[src/rtl/timer_bank.sv]
// Multi-channel cycle timer: per-channel start/end measurement with pause, accumulate,
// saturation, completed-run counting and a registered select-mux readout.
module timer_bank #(
    parameter int unsigned NUM_CH = 4,
    parameter int unsigned CNT_W  = 32,
    parameter int unsigned RUN_W  = 8,
    parameter int unsigned SEL_W  = (NUM_CH > 1) ? $clog2(NUM_CH) : 1
) (
    input  logic              clk,
    input  logic              rst_n,
    input  logic [NUM_CH-1:0] i_start,
    input  logic [NUM_CH-1:0] i_end,
    input  logic [NUM_CH-1:0] i_pause,
    input  logic              i_accum,
    input  logic              i_clear,
    input  logic [SEL_W-1:0]  i_sel,
    output logic [CNT_W-1:0]  o_time,
    output logic [RUN_W-1:0]  o_runs,
    output logic [NUM_CH-1:0] o_running,
    output logic [NUM_CH-1:0] o_valid,
    output logic [NUM_CH-1:0] o_done,
    output logic [NUM_CH-1:0] o_sat
);

    typedef enum logic [1:0] {StIdle, StRun, StStopped} state_e;

    localparam logic [CNT_W-1:0] CntMax = '1;
    localparam logic [RUN_W-1:0] RunMax = '1;

    state_e            r_state  [NUM_CH];
    state_e            w_state_d[NUM_CH];
    logic [CNT_W-1:0]  r_cnt    [NUM_CH];
    logic [CNT_W-1:0]  w_cnt_d  [NUM_CH];
    logic [RUN_W-1:0]  r_runs   [NUM_CH];
    logic [RUN_W-1:0]  w_runs_d [NUM_CH];
    logic [NUM_CH-1:0] r_done, w_done_d;
    logic [NUM_CH-1:0] r_sat, w_sat_d;
    logic [CNT_W-1:0]  r_time, w_time;
    logic [RUN_W-1:0]  r_runs_out, w_runs_out;

    always_comb begin
        for (int c = 0; c < NUM_CH; c++) begin
            w_state_d[c] = r_state[c];
            w_cnt_d[c]   = r_cnt[c];
            w_runs_d[c]  = r_runs[c];
            w_done_d[c]  = 1'b0;
            w_sat_d[c]   = r_sat[c];
            if (i_clear) begin
                w_state_d[c] = StIdle;
                w_cnt_d[c]   = '0;
                w_runs_d[c]  = '0;
                w_sat_d[c]   = 1'b0;
            end else begin
                unique case (r_state[c])
                    StIdle, StStopped: begin
                        if (i_start[c]) begin
                            w_state_d[c] = StRun;
                            if (i_accum) begin
                                w_cnt_d[c] = (r_cnt[c] == CntMax) ? r_cnt[c] : r_cnt[c] + 1'b1;
                            end else begin
                                w_cnt_d[c] = CNT_W'(1);
                            end
                        end
                    end
                    StRun: begin
                        // End cycle is not counted; start/pause are don't-care here.
                        if (i_end[c]) begin
                            w_state_d[c] = StStopped;
                            w_done_d[c]  = 1'b1;
                            w_runs_d[c]  = (r_runs[c] == RunMax) ? r_runs[c] : r_runs[c] + 1'b1;
                        end else if (!i_pause[c] && r_cnt[c] != CntMax) begin
                            w_cnt_d[c] = r_cnt[c] + 1'b1;
                        end
                    end
                    default: w_state_d[c] = StIdle;
                endcase
                if (w_cnt_d[c] == CntMax) begin
                    w_sat_d[c] = 1'b1;
                end
            end
        end
    end

    always_comb begin
        w_time     = '0;
        w_runs_out = '0;
        for (int c = 0; c < NUM_CH; c++) begin
            if (i_sel == SEL_W'(c)) begin
                w_time     = r_cnt[c];
                w_runs_out = r_runs[c];
            end
        end
    end

    always_ff @(posedge clk or negedge rst_n) begin
        if (!rst_n) begin
            for (int c = 0; c < NUM_CH; c++) begin
                r_state[c] <= StIdle;
                r_cnt[c]   <= '0;
                r_runs[c]  <= '0;
            end
            r_done     <= '0;
            r_sat      <= '0;
            r_time     <= '0;
            r_runs_out <= '0;
        end else begin
            for (int c = 0; c < NUM_CH; c++) begin
                r_state[c] <= w_state_d[c];
                r_cnt[c]   <= w_cnt_d[c];
                r_runs[c]  <= w_runs_d[c];
            end
            r_done     <= w_done_d;
            r_sat      <= w_sat_d;
            r_time     <= w_time;
            r_runs_out <= w_runs_out;
        end
    end

    always_comb begin
        for (int c = 0; c < NUM_CH; c++) begin
            o_running[c] = (r_state[c] == StRun);
            o_valid[c]   = (r_state[c] == StStopped);
        end
    end

    assign o_time = r_time;
    assign o_runs = r_runs_out;
    assign o_done = r_done;
    assign o_sat  = r_sat;

endmodule

[config.mk]
export PLATFORM = sky130hd
export DESIGN_NAME = timer_bank
export DESIGN_NICKNAME = d
export VERILOG_FILES = /design/src/rtl/timer_bank.sv
export SDC_FILE = /design/constraint.sdc
export NUM_CORES = 1
export LEC_CHECK = 0
export CAP_MARGIN = 0
export CORE_MARGIN = 2
export CORE_UTILIZATION = 55
export CTS_CLUSTER_DIAMETER = 40
export DETAILED_ROUTE_END_ITERATION = 10
export MAX_ROUTING_LAYER = met4
export PLACE_DENSITY_LB_ADDON = 0.3
export SYNTH_ARGS = -nofsm -noshare
export SYNTH_HDL_FRONTEND = slang
export SYNTH_SLANG_ARGS = --single-unit
[constraint.sdc]
create_clock -name clk -period 5.85 [get_ports clk]
set_input_delay 0.585 -clock clk [delete_from_list [all_inputs] [get_ports clk]]
set_output_delay 0.585 -clock clk [all_outputs]
set_load 0.05 [all_outputs]
==> impl_metrics.tcl <==
set metrics [dict create \
    status "completed" \
    slowest_delay_ps 830 \
    die_y_um 166.6 \
    cts.clk_slew.worst_paths_ps 50 \
    ant_nets 0 \
    synthArstFlopShare 1.000 \
    overflow 0 \
    crit_buf_inv 0 \
    ys.flop_type "dfrtp_1" \
    synthesis.area_um2 14550 \
    fin_setup_tns_ps 0 \
    ys_ff_latch 216 \
    cp-start-kind "flip-flop" \
    worst_slew_pin_slew_ps 1362 \
    critPathKind "flip-flop to flip-flop" \
    drt_iter0_drc 2767 \
    area_growth_pct 16.26 \
    maxSlewViolCount 0 \
    io_pins 74 \
    slew_headroom 0.09011 \
    final_nets 1750 \
    clk_latency_ps 540 \
    dp_slack_ps 1498 \
    wl_mm 59.10 \
    crit_family "compound AO/OA/AOI/OAI gates" \
    antenna_found_initial 2 \
    grt_pass1_vias 14535 \
    yosysTopAreaCell "dfrtp_1" \
    dr.pass1.iters 9 \
    crit_arrival_ps 4710 \
    gp_congestion 1.097 \
    dp_hpwl_mm 41.33 \
    synth_most_common_cell "dfrtp_1" \
    die_x_um 166.6 \
    rsz0062_at_grt "false" \
    yosysSeqAreaShare 0.3716 \
    drive_gt1_frac 0.09760 \
    fin_crit_sh 0.7327 \
    synth_common_cells "dfrtp_1 (216), nor2_1 (214), nand2_1 (151)" \
    yosysTopAreaCellShare 0.3716 \
    viasPerCell 7.478 \
    path_cells "ha_1, nand3_1, or4_1, o31ai_4, o21ai_0, a21boi_1, o211ai_1, nor4_1, nand4_1, o41ai_1" \
    cts_made_buffers 40 \
    layout_setup_ws_ps 1564 \
    cp_data_required_time_ps 6270 \
    port_buffers 73 \
    dieArea_um2 27770 \
    leakagePower_nw 6.588 \
    cts_buffer_depth 3 \
    wire_per_inst_um 28.30 \
    ys_types 90 \
    core-area_um2 25980 \
    htreeDepth 2 \
    grt_pass1_wl_mm 89.20 \
    drcViolationCount 0 \
    synth_cells 1686 \
    skew_ps 15.66 \
    ys_warn_count 0 \
    ir_drop_uv 282.3 \
    initial_core_util 0.5598 \
    cts_hold_buffers 0 \
    cts_resized 0 \
    synth_area_leaders "dfrtp_1 (37%), mux4_2 (6.0%), nor2_1 (5.5%), nand2_1 (3.9%), a21oi_1 (3.5%)" \
    power_density_nw_per_um2 265.0 \
    cts_setup_buffers 0 \
    clock-root-buffer "clkbuf_16" \
    syn_area_per_cell_um2 8.628 \
    fmaxAchievable_mhz 233.3 \
    syn_nets 1712 \
    min_period_ps 4286 \
    slowest_stage "or4_1" \
    cts_tree "built" \
    maxCapViolCount 0 \
    gr-usage-all-layers 0.4299 \
    finalHoldViolCount 0 \
    synth_enable_flop_cells 0 \
    setup_violations 0 \
    cts_sinks 216 \
    cp-end-kind "flip-flop" \
    grt_max_degree 99 \
    min_path_type "input port to async pin" \
    row_count 59 \
    vias 15614 \
    crit_fanout 16 \
]
[cell type report]
| cell class | instances | area (µm²) |
|---|---|---|
| clock inverters | 25 | 337.8 |
| well taps | 335 | 419.2 |
| flip-flops and latches | 216 | 5405 |
| clock buffers | 45 | 1070 |
| repair buffers | 103 | 948.4 |
| fillers | 2087 | 9074 |
| multi-input cells | 1335 | 8623 |
| inverters | 28 | 105.1 |
| diodes | 1 | 2.502 |
[layout by cell type, fill, tap and decap left out, drive strengths merged, types with 6 or more instances in the layout]
cell | Yosys | final
o21ai | 75 | 75
a41oi | 15 | 15
a211o | 8 | 8
clkdlybuf4s50 | 0 | 69
nand2 | 151 | 151
buf | 19 | 34
inv | 27 | 36
ha | 8 | 8
o211ai | 30 | 30
nand2b | 8 | 8
or3 | 18 | 18
a211oi | 15 | 15
and2 | 32 | 32
o31ai | 22 | 22
o311ai | 11 | 11
a221oi | 7 | 7
o21a | 6 | 6
and4 | 21 | 21
nand3 | 84 | 84
a311oi | 8 | 8
nor3 | 62 | 62
mux4 | 40 | 40
nor4 | 42 | 42
nor2 | 216 | 216
a21oi | 101 | 101
and3 | 41 | 41
o211a | 6 | 6
xnor2 | 23 | 23
xor2 | 41 | 41
a31oi | 36 | 36
or4 | 13 | 13
nor2b | 12 | 12
clkbuf | 88 | 45
dfrtp | 216 | 216
mux2i | 14 | 14
nand4 | 70 | 70
bufinv | 0 | 6
clkinv | 1 | 8
[flip-flops by register name, indices dropped and copies added (netlist names)]
signal	flops
o_done	4
o_sat	4
o_time	32
o_runs	8
r_state	8
r_cnt	128
r_runs	32
[cell families after synthesis]
logic type / after synthesis / synth area share
AND/OR/NAND/NOR: 796 / 0.2795
AO/OA/AOI/OAI: 412 / 0.1945
flip-flops: 216 / 0.3716
buffers and inverters: 135 / 0.03638
XOR/XNOR: 64 / 0.03853
multiplexers: 55 / 0.07260
adder cells (fa/ha/maj): 8 / 0.006881
[through the flow]
stage            util  std cells  power, mW  instance area [µm²]  hold WS, ps
6_report       0.6508       2088      4.482                16910        58.54
5_1_grt        0.6508       2088      4.589                16910        152.7
4_1_cts        0.6507       2087      4.481                16910        117.9
3_5_place_dp   0.5965       2017      2.043                15500        520.6
3_3_place_gp   0.5965       2017      2.041                15500        515.3
2_1_floorplan       -       1686      1.853                14550        289.4
[report_power, final]
part / internal (mW) / switching (mW) / total, mW / leakage (nW)
Sequential: 1.52 / 0.0542 / 1.58 / 2.99
Clock: 1.59 / 0.848 / 2.44 / 0.687
Combinational: 0.135 / 0.326 / 0.462 / 2.91
Total: 3.25 / 1.23 / 4.48 / 6.59
[per-layer routing]
| layer | global-route usage | up-vias | routed length [µm] |
|---|---|---|---|
| met3 | 0.09173 | 326 | 7480 |
| met4 | 0.1863 | 0 | 3272 |
| met2 | 0.6543 | 1353 | 26450 |
| met5 | - | - | 0 |
| met1 | 0.5586 | 7410 | 21890 |
| li1 | - | 6525 | - |
[final timing paths]
kind / start / end / slack [ps] / cells after the start
max: r_cnt[65] / o_sat[1] / 1560 / 10
min: rst_n / r_cnt[113] / 60 / 1
max reg2reg: r_cnt[65] / o_sat[1] / 1560 / 10
min reg2reg: o_sat[1] / o_sat[1] / 530 / 2
max in group asynchronous: rst_n / r_cnt[19] / 4390 / 2
min in group clk: o_sat[1] / o_sat[1] / 530 / 2
[worst reg2reg max path, delay by kind of cell (launching register included)]
| kind | cells | cell delay, ps |
|---|---|---|
| AND/OR/NAND/NOR | 4 | 1590 |
| AO/OA/AOI/OAI | 5 | 1780 |
| flip-flops | 1 | 520 |
| adder cells (fa/ha/maj) | 1 | 300 |
Note: power is estimated with default switching activity, not from simulation.
